**config.mk**
```make
export PLATFORM = sky130hd
export DESIGN_NAME = fp16_operand_unpack
export DESIGN_NICKNAME = d
export VERILOG_FILES = /design/src/rtl/fp16_operand_unpack_pkg.sv /design/src/rtl/fp16_classify_lzc.sv /design/src/rtl/fp16_operand_unpack.sv
export SDC_FILE = /design/constraint.sdc
export NUM_CORES = 1
export LEC_CHECK = 0
export BUFFER_PORTS_ARGS = -buffer_cell sky130_fd_sc_hd__buf_2
export CORE_ASPECT_RATIO = 1.25
export CORE_MARGIN = 5
export CORE_UTILIZATION = 40
export DETAILED_ROUTE_END_ITERATION = 8
export PLACE_DENSITY_LB_ADDON = 0.12
export SLEW_MARGIN = 20
export SYNTH_ARGS = -nofsm -noshare
export SYNTH_HDL_FRONTEND = slang
export SYNTH_SLANG_ARGS = --single-unit
```
**constraint.sdc**
```tcl
create_clock -name CLK -period 2.88 [get_ports CLK]
set_clock_uncertainty 0.05 [all_clocks]
set_input_delay 0.576 -clock CLK [delete_from_list [all_inputs] [get_ports CLK]]
set_output_delay 0.576 -clock CLK [all_outputs]
set_load 0.01 [all_outputs]
```
**src/rtl/fp16_operand_unpack_pkg.sv**
```systemverilog
// Shared float16 definitions used by the operand unpacker and the product packer.
// Holds the one-hot type codes, field widths and the unpacked operand record.
package fp16_operand_unpack_pkg;

  localparam int EXP_BIAS = 15;
  localparam int EXP_W    = 7;
  localparam int SIG_W    = 11;
  localparam int TYPE_W   = 6;

  localparam logic [TYPE_W-1:0] TYPE_ZERO    = 6'b000001;
  localparam logic [TYPE_W-1:0] TYPE_INF     = 6'b000010;
  localparam logic [TYPE_W-1:0] TYPE_QNAN    = 6'b000100;
  localparam logic [TYPE_W-1:0] TYPE_SNAN    = 6'b001000;
  localparam logic [TYPE_W-1:0] TYPE_SUBNORM = 6'b010000;
  localparam logic [TYPE_W-1:0] TYPE_NORMAL  = 6'b100000;

  // Exponent of a subnormal whose fraction MSB is set (after normalizing),
  // and the fixed exponent used when subnormals are passed through raw.
  localparam logic [EXP_W-1:0] EXP_SUBN_TOP   = EXP_W'(-EXP_BIAS);
  localparam logic [EXP_W-1:0] EXP_SUBN_FIXED = EXP_W'(1 - EXP_BIAS);

  typedef struct packed {
    logic              sign;
    logic [EXP_W-1:0]  exp;
    logic [SIG_W-1:0]  sig;
    logic [TYPE_W-1:0] typ;
  } fp16_unpacked_t;

  typedef struct packed {
    logic [TYPE_W-1:0] typ;
    logic              sign;
    logic [4:0]        exp_raw;
    logic [9:0]        frac;
    logic [3:0]        lz;
  } fp16_fields_t;

endpackage

```
**src/rtl/fp16_classify_lzc.sv**
```systemverilog
// Combinational per-operand front end: splits a binary16 word into its raw
// fields, classifies it one-hot and counts leading zeros of the fraction.
module fp16_classify_lzc
  import fp16_operand_unpack_pkg::*;
(
  input  logic [15:0]  x,
  output fp16_fields_t fields
);

  logic [4:0] e;
  logic [9:0] f;
  logic [3:0] lz;

  assign e = x[14:10];
  assign f = x[9:0];

  // Highest set bit wins; an all-zero fraction reports 10.
  always_comb begin
    lz = 4'd10;
    for (int i = 0; i < 10; i++) begin
      if (f[i]) lz = 4'(9 - i);
    end
  end

  always_comb begin
    fields         = '0;
    fields.sign    = x[15];
    fields.exp_raw = e;
    fields.frac    = f;
    fields.lz      = lz;
    if (e == 5'd0) begin
      fields.typ = (f == 10'd0) ? TYPE_ZERO : TYPE_SUBNORM;
    end else if (e == 5'd31) begin
      if (f == 10'd0)  fields.typ = TYPE_INF;
      else if (f[9])   fields.typ = TYPE_QNAN;
      else             fields.typ = TYPE_SNAN;
    end else begin
      fields.typ = TYPE_NORMAL;
    end
  end

endmodule

```
**src/rtl/fp16_operand_unpack.sv**
```systemverilog
// Two-stage binary16 operand-pair unpacker with valid/ready backpressure:
// S1 classifies and counts leading zeros, S2 produces the final EXP/SIG.
module fp16_operand_unpack
  import fp16_operand_unpack_pkg::*;
#(
  parameter int NORM_SUBNORM = 1
) (
  input  logic              CLK,
  input  logic              RSTn,
  input  logic              IN_VALID,
  output logic              IN_READY,
  input  logic [15:0]       A,
  input  logic [15:0]       B,
  output logic              OUT_VALID,
  input  logic              OUT_READY,
  output logic [TYPE_W-1:0] A_TYPE,
  output logic [TYPE_W-1:0] B_TYPE,
  output logic              A_SIGN,
  output logic              B_SIGN,
  output logic [EXP_W-1:0]  A_EXP,
  output logic [EXP_W-1:0]  B_EXP,
  output logic [SIG_W-1:0]  A_SIG,
  output logic [SIG_W-1:0]  B_SIG
);

  logic [15:0]    opnd   [2];
  fp16_fields_t   cls    [2];
  fp16_fields_t   s1_reg [2];
  fp16_unpacked_t s2_reg [2];
  logic           s1_v_reg;
  logic           s2_v_reg;
  logic           s1_load;
  logic           s2_load;

  assign opnd[0] = A;
  assign opnd[1] = B;

  genvar gi;
  generate
    for (gi = 0; gi < 2; gi++) begin : gen_cls
      fp16_classify_lzc u_cls (
        .x      (opnd[gi]),
        .fields (cls[gi])
      );
    end
  endgenerate

  function automatic fp16_unpacked_t normalize(input fp16_fields_t f);
    fp16_unpacked_t r;
    logic [SIG_W-1:0] shifted;
    r       = '0;
    r.sign  = f.sign;
    r.typ   = f.typ;
    shifted = {f.frac, 1'b0} << f.lz;
    if (f.typ == TYPE_NORMAL) begin
      r.exp = {2'b00, f.exp_raw} - EXP_W'(EXP_BIAS);
      r.sig = {1'b1, f.frac};
    end else if (f.typ == TYPE_SUBNORM) begin
      if (NORM_SUBNORM != 0) begin
        r.exp = EXP_SUBN_TOP - {3'b000, f.lz};
        r.sig = shifted;
      end else begin
        r.exp = EXP_SUBN_FIXED;
        r.sig = {1'b0, f.frac};
      end
    end else if (f.typ == TYPE_QNAN || f.typ == TYPE_SNAN) begin
      r.sig = {1'b0, f.frac};
    end
    return r;
  endfunction

  // S2 drains when empty or accepted downstream; S1 drains into a draining S2.
  assign s2_load  = !s2_v_reg || OUT_READY;
  assign s1_load  = !s1_v_reg || s2_load;
  assign IN_READY = s1_load;

  always_ff @(posedge CLK or negedge RSTn) begin
    if (!RSTn) begin
      s1_v_reg <= 1'b0;
      s2_v_reg <= 1'b0;
    end else begin
      if (s1_load) s1_v_reg <= IN_VALID;
      if (s2_load) s2_v_reg <= s1_v_reg;
    end
  end

  always_ff @(posedge CLK or negedge RSTn) begin
    if (!RSTn) begin
      for (int i = 0; i < 2; i++) begin
        s1_reg[i] <= '0;
        s2_reg[i] <= '0;
      end
    end else begin
      for (int i = 0; i < 2; i++) begin
        if (s1_load && IN_VALID) s1_reg[i] <= cls[i];
        if (s2_load && s1_v_reg) s2_reg[i] <= normalize(s1_reg[i]);
      end
    end
  end

  assign OUT_VALID = s2_v_reg;
  assign A_TYPE    = s2_reg[0].typ;
  assign A_SIGN    = s2_reg[0].sign;
  assign A_EXP     = s2_reg[0].exp;
  assign A_SIG     = s2_reg[0].sig;
  assign B_TYPE    = s2_reg[1].typ;
  assign B_SIGN    = s2_reg[1].sign;
  assign B_EXP     = s2_reg[1].exp;
  assign B_SIG     = s2_reg[1].sig;

endmodule

```
Word level (Yosys, flattened, before mapping) --
Cells that the tools add are included.
Operators by class: add/subtract/negate cells 4, equality and inequality tests 10, shifts and indexed selects 2, multiplexer cells 38, reduce and logical (&&, ||, !) cells 12
Operator list (count):
- 2-to-1 mux 4 bit | 18
- 2-to-1 mux 18 bit | 2
- 2-to-1 mux 6 bit | 6
- 2-to-1 mux 11 bit | 2
- left shift 11 x 4 -> 11 bit | 2
- logical NOT 10 bit | 2
- 2-to-1 mux 10 bit | 2
- 2-to-1 mux 7 bit | 2
- equality test 6 x 3 -> 1 bit, second input constant | 2
- equality test 6 x 4 -> 1 bit, second input constant | 2
- equality test 6 x 5 -> 1 bit, second input constant | 2
- equality test 6 bit, second input constant | 2
- subtractor 5 x 4 -> 6 bit, second input constant | 2
- subtractor 5 x 5 -> 6 bit, first input constant | 2
- equality test 5 bit, second input constant | 2
- logical NOT 5 bit | 2
- 2-to-1 mux 5 bit | 2
- 2-to-1 mux 2 bit | 4
- logical OR 1 bit | 4
- logical AND 1 bit | 2
- logical NOT 1 bit | 2
Storage, ports and cells: flip-flop bits (word level) 104, bits of input ports 36, output and inout port bits 52, logic and storage cells 86

Depth between registers and ports, before layout --
depth after elaboration 10, mapped depth 7, mapped depth without buffers 5

Hierarchy --
A second synthesis with hierarchy kept.
Unflattened totals: cell total of the unflattened synthesis 526, area total of the unflattened synthesis 5544.1 um^2
By module, submodules not included:
- fp16_operand_unpack | instances 1, cells an instance 434, area each 4966.0 um^2, sequential area each 2552.4 um^2
- fp16_classify_lzc | instances 2, cells an instance 46, area each 289.0 um^2, sequential area each 0.0 um^2

Worst setup path before layout --
Ideal clock, no wire load.
path kind input to register, start input port B[7], end register s1_reg[21] (netlist name), setup time 0.110 ns, arrival 1.591 ns, data required time 2.720 ns, slack 1.128 ns, stages 3, path through or4_4 -> nand3b_4 -> o41ai_1
On the way: word-level cells in the longest chain between the ends 4
RTL lines:
- start: declaration | RTL line fp16_operand_unpack.sv:13 | input logic [15:0] B,
- logical NOT 10 bit | RTL line fp16_classify_lzc.sv:34 | if (f == 10'd0) fields.typ = TYPE_INF;
- 2-to-1 mux 6 bit | RTL line fp16_classify_lzc.sv:34
- 2-to-1 mux 6 bit | RTL line fp16_classify_lzc.sv:33 | end else if (e == 5'd31) begin
- 2-to-1 mux 6 bit | RTL line fp16_classify_lzc.sv:31 | if (e == 5'd0) begin
- end signal: indexed assignment | RTL line fp16_operand_unpack.sv:95 | if (s1_load && IN_VALID) s1_reg[i] <= cls[i];
- end: declaration | RTL line fp16_operand_unpack.sv:28 | fp16_fields_t s1_reg [2];
No other way between the ends. A chain may end at the register's enable or synchronous reset.

Worst setup path after layout --
start register s1_reg[26] (netlist name), end register s2_reg, in the netlist A_SIG[9]
On the way: word-level cells in the longest chain between the ends 3
RTL lines:
- left shift 11 x 4 -> 11 bit | RTL line fp16_operand_unpack.sv:54 | shifted = {f.frac, 1'b0} << f.lz;
- 2-to-1 mux 11 bit | RTL line fp16_operand_unpack.sv:58 | end else if (f.typ == TYPE_SUBNORM) begin
- 2-to-1 mux 18 bit | RTL line fp16_operand_unpack.sv:55 | if (f.typ == TYPE_NORMAL) begin
- end signal: indexed assignment | RTL line fp16_operand_unpack.sv:96 | if (s2_load && s1_v_reg) s2_reg[i] <= normalize(s1_reg[i]);
- end: declaration | RTL line fp16_operand_unpack.sv:29 | fp16_unpacked_t s2_reg [2];
No other way between the ends.

==> metrics <==
drt total wl=roughly 14000 µm; gr usage total=roughly 18%; Syn-to-layout area delta=17.8%; unrepaired setup endpoints after global routing=false; PD cells=between 600 and 700 nW/µm²; FFs w/ async S/R, synth=100%; routed vias=between 4000 and 5000; most frequent cells in the layout=nand2_1, dfrtp_1, buf_2; CP cell instances=mux2i_1, mux4_2, o21ai_0, a221oi_1, nor2_1; worst reg2reg startpoint=s1_reg[26]; Initial Utilization=between 40% and 50%; Post CTS Setup Buffer Count=0; initial DRC count=between 150 and 200; final hold vios=0; Core Area=between 10000 and 15000 µm²; crit share post-route=73.2%; worst-margin pin slew=0.911 ns; fin. max-slew vios=0; Logic pwr share=~22%; internal power=between 0.002 and 0.003 W; Critical Path RT=~3 ns; Reg power frac=about 45%; Synth Flop Type=dfrtp_1; Inserted Clock Buffers=9; GPL Wtd Cong=between 0.8 and 0.9; clock-pin transition on the worst setup and hold timing paths=roughly 0.07 ns; Synth top area share=roughly half; Routed Antenna Nets=0; Largest stage delay, worst path=~0.76 ns; non-filler instance count after layout=between 700 and 800; nature of the critical path startpoint=register; DR pass1 iterations=4; Net Switching=around 0.0012 W; cts repair resizes=0; Core Rows=46; Final Util=between 40% and 50%; post-layout min period=2.11 ns; mean post-synth cell area=between 9 and 10 µm²; Synth Net Count=roughly 580; CTS root buf=clkbuf_16; nets@finish=~660; largest net degree at the start of global routing=58; first-pass GRT wire length=roughly 22000 µm; Yosys cell types=53; register area share after synthesis=49.9%; top cells by area, synth=dfrtp_1, nand2_1, nor2_1; status=complete, no violations; Worst EP arrival=~2.3 ns; CTS Hold Buffers Added=0; DRC=0; Seq cells post-synth=between 100 and 150; commonest non-fill, non-tap cell in the layout=nand2_1; die area=15200 µm²; EDFF count, synth=0; Slew headroom=39.3%; YS warnings=0; worst vdd ir=around 0.29 mV; clock latency on the worst-skew pair=0.35 ns; IO Pins=88; die height=between 100 and 150 µm; hold slack=about 0.26 ns; HP Class=input port to async pin; Lkg Pwr=around 2.8 nW; ANT cells=0; H-tree levels=3; worst-path fanout max=14; Finish-stage setup viols=0; Max Cap Viol=0; CTS Buffer Depth=2; Mapped Area=5120 µm²; clock share of power=about a third; fmax=0.474 GHz; die span in x=between 100 and 150 µm; I/O Buffers=a little under 90; Syn Inst Count=between 500 and 600; CTS tree=done; DP Cell Count=approximately 780; initial antenna violation count=0; Vias/cell=5.40; GRT overflow=0; WL/cell=between 15 and 20 µm; setup_tns=0 ns; Clock Sinks=102; number of flip-flops in the largest register=between 50 and 60; Critical Path Source=s1_reg[26]; Critical-path top delay cell=dfrtp_1; critical path class=register to register; Critical Path End Type=register; ratio of cells with drive above 1 in the final layout=a little over a fifth; Sw Share=30.3%; Final HPWL DP=~10000 µm; Synth area leader=dfrtp_1; vias in the first global route=between 4000 and 5000
-- power by group through the flow --
stage	sequential, W	combinational [W]	clock [W]
final	0.00182	0.000881	0.00132
after global routing	0.00185	0.000990	0.00141
after CTS	0.00182	0.000894	0.00135
after detailed placement	0.00185	0.000891	0
after global placement	0.00184	0.000880	0
after floorplan	0.00184	0.000537	0
-- final cells by class --
cell class / instances / area (µm²)
clock inverters: 5 / 81.3
well taps: 168 / 210
repair buffers: 98 / 533
fillers: 1230 / 6580
inverters: 13 / 48.8
multi-input cells: 395 / 2360
clock buffers: 10 / 239
flip-flops and latches: 102 / 2550
-- through the flow --
stage                     setup slack [ns]  total power (W)  cell area (µm²)
after floorplan                       1.13          0.00238             5120
after global placement               0.716          0.00272             5710
after detailed placement             0.671          0.00274             5710
after CTS                            0.818          0.00407             6030
after global routing                 0.638          0.00426             6030
final                                0.770          0.00403             6030
-- worst max-delay path, delay by kind of cell (launching register included) --
| kind | cells | cell delay [ns] |
|---|---|---|
| flops | 1 | 0.76 |
| mux | 2 | 0.74 |
| compound gates | 2 | 0.38 |
| simple gates | 1 | 0.06 |
-- metal layers --
layer	wire, µm	part of all wire (%)	vias up	global-route usage, %
met2	7430	55	83	34.7
met4	273	2.0	0	6.96
met3	475	3.5	23	3.12
met5	0	0	-	0
met1	5360	40	2092	20.6
li1	-	-	2070	-
-- Yosys cell counts (2+ instances only) --
library cell	number
or3_1	3
buf_2	8
a21oi_1	27
o41ai_1	3
inv_1	11
o221ai_1	2
o22ai_1	7
xor2_1	6
or4_1	2
nand3_1	11
nor4_1	6
and4b_1	2
o21a_1	2
mux2i_1	19
nand2_1	119
a41oi_1	2
nor3_1	20
mux2_2	13
ha_1	4
buf_4	4
xnor2_1	4
dfrtp_1	102
o21ai_1	2
a22o_1	6
a221oi_1	13
and2_1	2
a211oi_1	7
clkbuf_1	16
mux4_2	5
o211a_1	2
o21ai_0	23
and3_1	5
nor2b_1	4
buf_1	4
o21bai_1	2
nor2_1	51
nand2b_1	6
nand4b_1	2
a32oi_1	2
-- path summary, 6_finish.rpt --
check	cells after the start	end	slack, ns
setup / recovery	5	A_SIG[9]	0.77
hold / removal	1	A_TYPE[1]	0.26
setup reg to reg	5	A_SIG[9]	0.77
hold reg to reg	2	A_SIG[0]	0.41
max in group asynchronous	2	A_TYPE[5]	1.78
min in group CLK	3	s1_reg[45]	0.38
-- logic make-up (layout without fill, tap and decap cells) --
group / after synthesis / after routing / synth area share, %
AND/OR/NAND/NOR: 238 / 238 / 20.8
flip-flops: 102 / 102 / 49.9
adder cells (fa/ha/maj): 4 / 4 / 0.978
buffers and inverters: 46 / 126 / 4.01
XOR/XNOR: 10 / 10 / 1.71
multiplexers: 38 / 38 / 9.07
AO/OA/AOI/OAI: 105 / 105 / 13.6
Power figures use the tool's default switching activity.
